### config.mk
export PLATFORM = sky130hd
export DESIGN_NAME = pwm_gen_multi
export DESIGN_NICKNAME = d
export VERILOG_FILES = /design/src/rtl/pwm_gen_multi.sv
export SDC_FILE = /design/constraint.sdc
export NUM_CORES = 1
export LEC_CHECK = 0
export BUFFER_PORTS_ARGS = -buffer_cell sky130_fd_sc_hd__buf_2
export CAP_MARGIN = 20
export CORE_ASPECT_RATIO = 1.4
export CORE_MARGIN = 10
export CORE_UTILIZATION = 65
export CTS_CLUSTER_DIAMETER = 40
export DETAILED_ROUTE_END_ITERATION = 7
export GPL_ROUTABILITY_DRIVEN = 0
export HOLD_SLACK_MARGIN = 0.15
export PLACE_DENSITY = 0.84
export SLEW_MARGIN = 15
export SYNTH_ARGS = -nofsm -noshare
export SYNTH_HDL_FRONTEND = slang
export SYNTH_SLANG_ARGS = --single-unit
### constraint.sdc
create_clock -name clk -period 6.05 [get_ports clk]
set_input_delay 0.3025 -clock clk [delete_from_list [all_inputs] [get_ports clk]]
set_output_delay 0.3025 -clock clk [all_outputs]
set_load 0.01 [all_outputs]
### src/rtl/pwm_gen_multi.sv
// pwm_gen_multi: multi-channel PWM generator driven by one shared counter.
//
// Each channel has a double-buffered duty value. Writes land in a shadow
// register and move into the active register only at the period wrap, so
// an output never glitches mid-period. While enable is low, the active
// registers follow the shadows directly.
//
// Parameters:
//   CH    number of channels (1..16)
//   W     duty/counter width (4..16); period is 2^W-1 ticks
//   PRESC clocks per counter tick (1..65535)
//
// Ports:
//   clk           system clock, rising edge
//   reset         asynchronous active-high reset
//   enable        run control; low holds counter at 0 and forces outputs low
//   wr_en         one-cycle shadow write strobe
//   wr_addr       channel index for the write; indices >= CH are ignored
//   wr_data       duty value for the write
//   pwm_out       registered PWM outputs, bit i = channel i
//   pending       bit i set while shadow[i] holds an unloaded write
//   period_start  one-clk pulse in the cycle after each counter wrap
//
// Build option:
//   PWM_PHASE_STAGGER_EN  when defined, channel i compares against
//                         (cnt + i*(MAX/CH)) mod MAX to spread rising edges.

module pwm_gen_multi #(
    parameter int unsigned CH    = 4,
    parameter int unsigned W     = 8,
    parameter int unsigned PRESC = 1,
    localparam int unsigned AW   = (CH > 1) ? $clog2(CH) : 1
) (
    input  logic          clk,
    input  logic          reset,
    input  logic          enable,
    input  logic          wr_en,
    input  logic [AW-1:0] wr_addr,
    input  logic [W-1:0]  wr_data,
    output logic [CH-1:0] pwm_out,
    output logic [CH-1:0] pending,
    output logic          period_start
);

    localparam int unsigned MAX = (2 ** W) - 1;
    localparam int unsigned PW  = (PRESC > 1) ? $clog2(PRESC) : 1;

    // Registered state
    logic [PW-1:0] pc_q;
    logic [W-1:0]  cnt_q;
    logic [W-1:0]  shadow_q [CH];
    logic [W-1:0]  active_q [CH];
    logic [CH-1:0] pending_q;
    logic [CH-1:0] pwm_q;
    logic          ps_q;

    // Next-state values
    logic [PW-1:0] pc_d;
    logic [W-1:0]  cnt_d;
    logic [W-1:0]  shadow_d [CH];
    logic [W-1:0]  active_d [CH];
    logic [CH-1:0] pending_d;
    logic [CH-1:0] pwm_d;
    logic          ps_d;

    // Combinational helpers
    logic          tick_c;
    logic          load_c;
    logic          wr_hit_c;
    logic          reload_c;
    logic [W-1:0]  cnt_ch_c [CH];

    // Counter advances on the last prescaler cycle; the wrap is the load event
    assign tick_c   = enable && (pc_q == PW'(PRESC - 1));
    assign load_c   = tick_c && (cnt_q == W'(MAX - 1));
    assign wr_hit_c = wr_en && (32'(wr_addr) < CH);
    // Active registers take the shadows on a wrap, or every cycle while stopped
    assign reload_c = !enable || load_c;

    // Per-channel compare count
    for (genvar gi = 0; gi < CH; gi++) begin : g_cmp
`ifdef PWM_PHASE_STAGGER_EN
        localparam int unsigned OFF = gi * (MAX / CH);
        logic [W:0] sum_c;

        // OFF < MAX and cnt < MAX, so one conditional subtract gives the modulo
        always_comb begin
            sum_c = {1'b0, cnt_q} + (W+1)'(OFF);
            if (sum_c >= (W+1)'(MAX)) begin
                cnt_ch_c[gi] = W'(sum_c - (W+1)'(MAX));
            end else begin
                cnt_ch_c[gi] = W'(sum_c);
            end
        end
`else
        always_comb begin
            cnt_ch_c[gi] = cnt_q;
        end
`endif
    end

    // Next-state logic
    always_comb begin
        pc_d      = pc_q;
        cnt_d     = cnt_q;
        shadow_d  = shadow_q;
        active_d  = active_q;
        pending_d = pending_q;
        pwm_d     = '0;
        ps_d      = load_c;

        // Prescaler and period counter
        if (!enable) begin
            pc_d  = '0;
            cnt_d = '0;
        end else if (tick_c) begin
            pc_d  = '0;
            cnt_d = load_c ? '0 : cnt_q + W'(1);
        end else begin
            pc_d  = pc_q + PW'(1);
        end

        // Shadow to active transfer
        if (reload_c) begin
            active_d  = shadow_q;
            pending_d = '0;
        end

        // A write coinciding with a reload bypasses straight into active
        if (wr_hit_c) begin
            shadow_d[wr_addr] = wr_data;
            if (reload_c) begin
                active_d[wr_addr] = wr_data;
            end else begin
                pending_d[wr_addr] = 1'b1;
            end
        end

        // Output compare from the current count and active duty
        for (int i = 0; i < int'(CH); i++) begin
            pwm_d[i] = enable && (cnt_ch_c[i] < active_q[i]);
        end
    end

    // State registers
    always_ff @(posedge clk or posedge reset) begin
        if (reset) begin
            pc_q      <= '0;
            cnt_q     <= '0;
            pending_q <= '0;
            pwm_q     <= '0;
            ps_q      <= 1'b0;
            for (int i = 0; i < int'(CH); i++) begin
                shadow_q[i] <= '0;
                active_q[i] <= '0;
            end
        end else begin
            pc_q      <= pc_d;
            cnt_q     <= cnt_d;
            pending_q <= pending_d;
            pwm_q     <= pwm_d;
            ps_q      <= ps_d;
            for (int i = 0; i < int'(CH); i++) begin
                shadow_q[i] <= shadow_d[i];
                active_q[i] <= active_d[i];
            end
        end
    end

    assign pwm_out      = pwm_q;
    assign pending      = pending_q;
    assign period_start = ps_q;

endmodule

==> results.yml <==
synth:
  syn_nets: 338
  yosysTopAreaCellShare_pct: 53.3
  avgSynthCellArea_um2: 13.1
  synthTopCellsByArea: "dfrtp_1 53%, mux2_2 18%, ha_1 9.8%, inv_1 3.2%, a21o_1 1.6%"
  synth.distinct_cells: 38
  yosysSeqAreaShare_pct: 53.3
  ys_seq_elements: 82
  netlist_instances: 294
  yosys_warnings: 0
  yosysTopAreaCell: "dfrtp_1"
  synth.cell_area_um2: 3850
die:
  rows: 33
  start_util_pct: 66.1
  core_um2: 5820
  ios: 23
  die-area_um2: 9440
  die_w_um: 85.0
  die_h_um: 111
clock_tree:
  cts.reportedPaths.clkPinSlew_ps: 80
  cts_tree: "done"
  cts-buffers-inserted: 9
  post_cts_buffers: 0
  root_buffer: "clkbuf_8"
  cts_max_path_buffers: 2
  clkLatencyLatePin_ps: 350
  cts_resized: 0
  cts_hold_buf: 0
  cts_max_level: 3
  clkSinkCount: 82
critical_path:
  rr_endpoint: "active_q[12]"
  reg2reg_from: "cnt_q[1]"
  crit_type: "flop to flop"
  rr_worst_depth: 6
  critPathLaunch: "cnt_q[1]"
  cp-end-kind: "flop"
  worstPathArrival_ps: 2760
  worstPathRequired_ps: 6290
  endpoint: "active_q[12]"
  r2r_slack_ps: 3530
  crit_path_start_kind: "flop"
  critPathMaxFanout: 25
placement:
  dpl_cell_area_um2: 4020
  place_inst: 383
  portBuffers: 22
  hpwl_mm: 4.92
sta:
  tightest_slew_ps: 981
  final-setup-viol-count: 0
  fin_tns_setup_ps: 0
  finClkSkew_ps: 7.13
  period_minus_slack_ps: 2520
  hold_viol_final: 0
  rsz0062_at_grt: "false"
  finalCritPeriodShare_pct: 41.6
  finalMaxSlewViolations: 0
  max-slew-margin-rel_pct: 34.6
  holdWs_ps: 235
  fmax_ghz: 0.397
power:
  p_sw_uw: 337
  p_int_uw: 948
  total_leakage_power_nw: 2.15
  power.density_nw_per_um2: 306
  pwr-share-seq_pct: 53.3
  p_total_mw: 1.29
  pwr-share-clk_pct: 29.1
  comb_power_share_pct: 17.5
  p_sw_share_pct: 26.2
  irDropWorstVdd_mv: 0.212
global_routing:
  overflow: 0
  grt_pass1_vias: 2468
  antenna_found_initial: 0
  grt.total_usage_pct: 15.5
  grt_first_pass_wirelength_mm: 11.8
  grt_max_degree: 83
detailed_routing:
  drt_iter0_drc: 129
  antenna_left: 0
  dr.pass1.iters: 4
  drc_errors: 0
  route.vias.total: 2286
  wl_mm: 6.77
  routedWlPerCell_um: 17.0
  via_per_inst: 5.73
final_layout:
  final_cells: 399
  final_common_cell: "dfrtp_1"
  diodes: 0
  nets: 368
  syn2layout_area_growth_pct: 9.27
  fin_area_um2: 4200
  layout-drive-gt1-share_pct: 34.3
  final_cell_mix: "82 x dfrtp_1, 61 x mux2_2, 32 x inv_1, 30 x ha_1, 22 x buf_2"
job:
  cap_violations: 0
outcome:
  outcome: "finished clean"
min_path:
  min_path_type: "input port to async pin"
[state kept, by name, indices dropped and copies added, names as in the netlist]
name / count
pc_q: 1
cnt_q: 8
shadow_q: 32
pending: 4
active_q: 32
pwm_out: 4
period_start: 1
[worst min path at each step]
stage / from / end / slack [ps] / depth (start not counted)
6_report: reset / shadow_q[29] / 230 / 3
5_1_grt: wr_data[2] / shadow_q[2] / 240 / 2
4_1_cts: wr_data[7] / shadow_q[15] / 230 / 2
3_5_place_dp: shadow_q[16] / shadow_q[16] / 480 / 1
3_3_place_gp: shadow_q[0] / shadow_q[0] / 470 / 1
2_1_floorplan: enable / cnt_q[5] / 440 / 1
[power by group through the flow]
stage	clock network, mW	registers, mW	logic (mW)
2_1_floorplan	0	0.682	0.176
3_3_place_gp	0	0.691	0.218
3_5_place_dp	0	0.697	0.230
4_1_cts	0.383	0.686	0.230
5_1_grt	0.410	0.695	0.258
6_report	0.375	0.685	0.226
[metal layers]
layer | vias to the layer above | track usage (%) | part of all wire, %
li1 | 1095 | - | -
met3 | 7 | 4.78 | 3.6
met1 | 1157 | 17.8 | 42
met2 | 27 | 26.2 | 53
met5 | - | 0 | 0
met4 | 0 | 5.51 | 1.5
[synth_stat cells]
library cell and count:
a211o_1 4, a21o_1 8, a21oi_1 8, a31o_2 1
a31oi_1 8, a41o_1 1, and2_1 1, and3_1 3
buf_2 1, buf_4 2, buf_6 2, conb_1 1
dfrtp_1 82, ha_1 30, inv_1 33, inv_2 1
mux2_2 61, mux2_4 3, nand2_1 3, nand2b_1 4
nand3_1 8, nand3_2 1, nand3b_2 2, nand4_1 1
nor2_1 6, nor2_2 1, nor2b_1 1, nor3_1 1
nor3b_4 1, nor4_1 1, nor4b_1 1, o21ai_0 5
o21bai_1 1, o221a_2 2, o41ai_1 1, or3_1 1
xnor2_1 1, xor2_1 2
[cell families after synthesis]
family	count (synthesis)	share of synthesized area (%)
flip-flops	82	53.3
multiplexers	64	19.0
AO/OA/AOI/OAI	39	6.96
buffers and inverters	39	4.42
AND/OR/NAND/NOR	36	5.72
adder cells (fa/ha/maj)	30	9.76
XOR/XNOR	3	0.683
other	1	0.0975
[critical path, stage by stage, from the launching register on]
cell	delay, ps
dfrtp_1	510
ha_1	210
nand2_1	80
nor2_2	170
a41o_1	610
buf_4	430
mux2_2	380
[metrics by stage]
step | setup slack, ps | util, %
5_1_grt | 3330 | 72.2
6_report | 3530 | 72.2
3_3_place_gp | 3610 | 69.0
3_5_place_dp | 3550 | 69.0
4_1_cts | 3500 | 72.2
2_1_floorplan | 3640 | -
[area by class of cell]
cell class | count | area [um2]
fill | 403 | 1620
clock buffer | 10 | 128
tap | 70 | 87.6
sequential | 82 | 2050
timing repair buffer | 24 | 125
inverter | 34 | 129
clock inverter | 6 | 57.6
multi-input combinational | 173 | 1630
(Power assumes the default switching activity.)
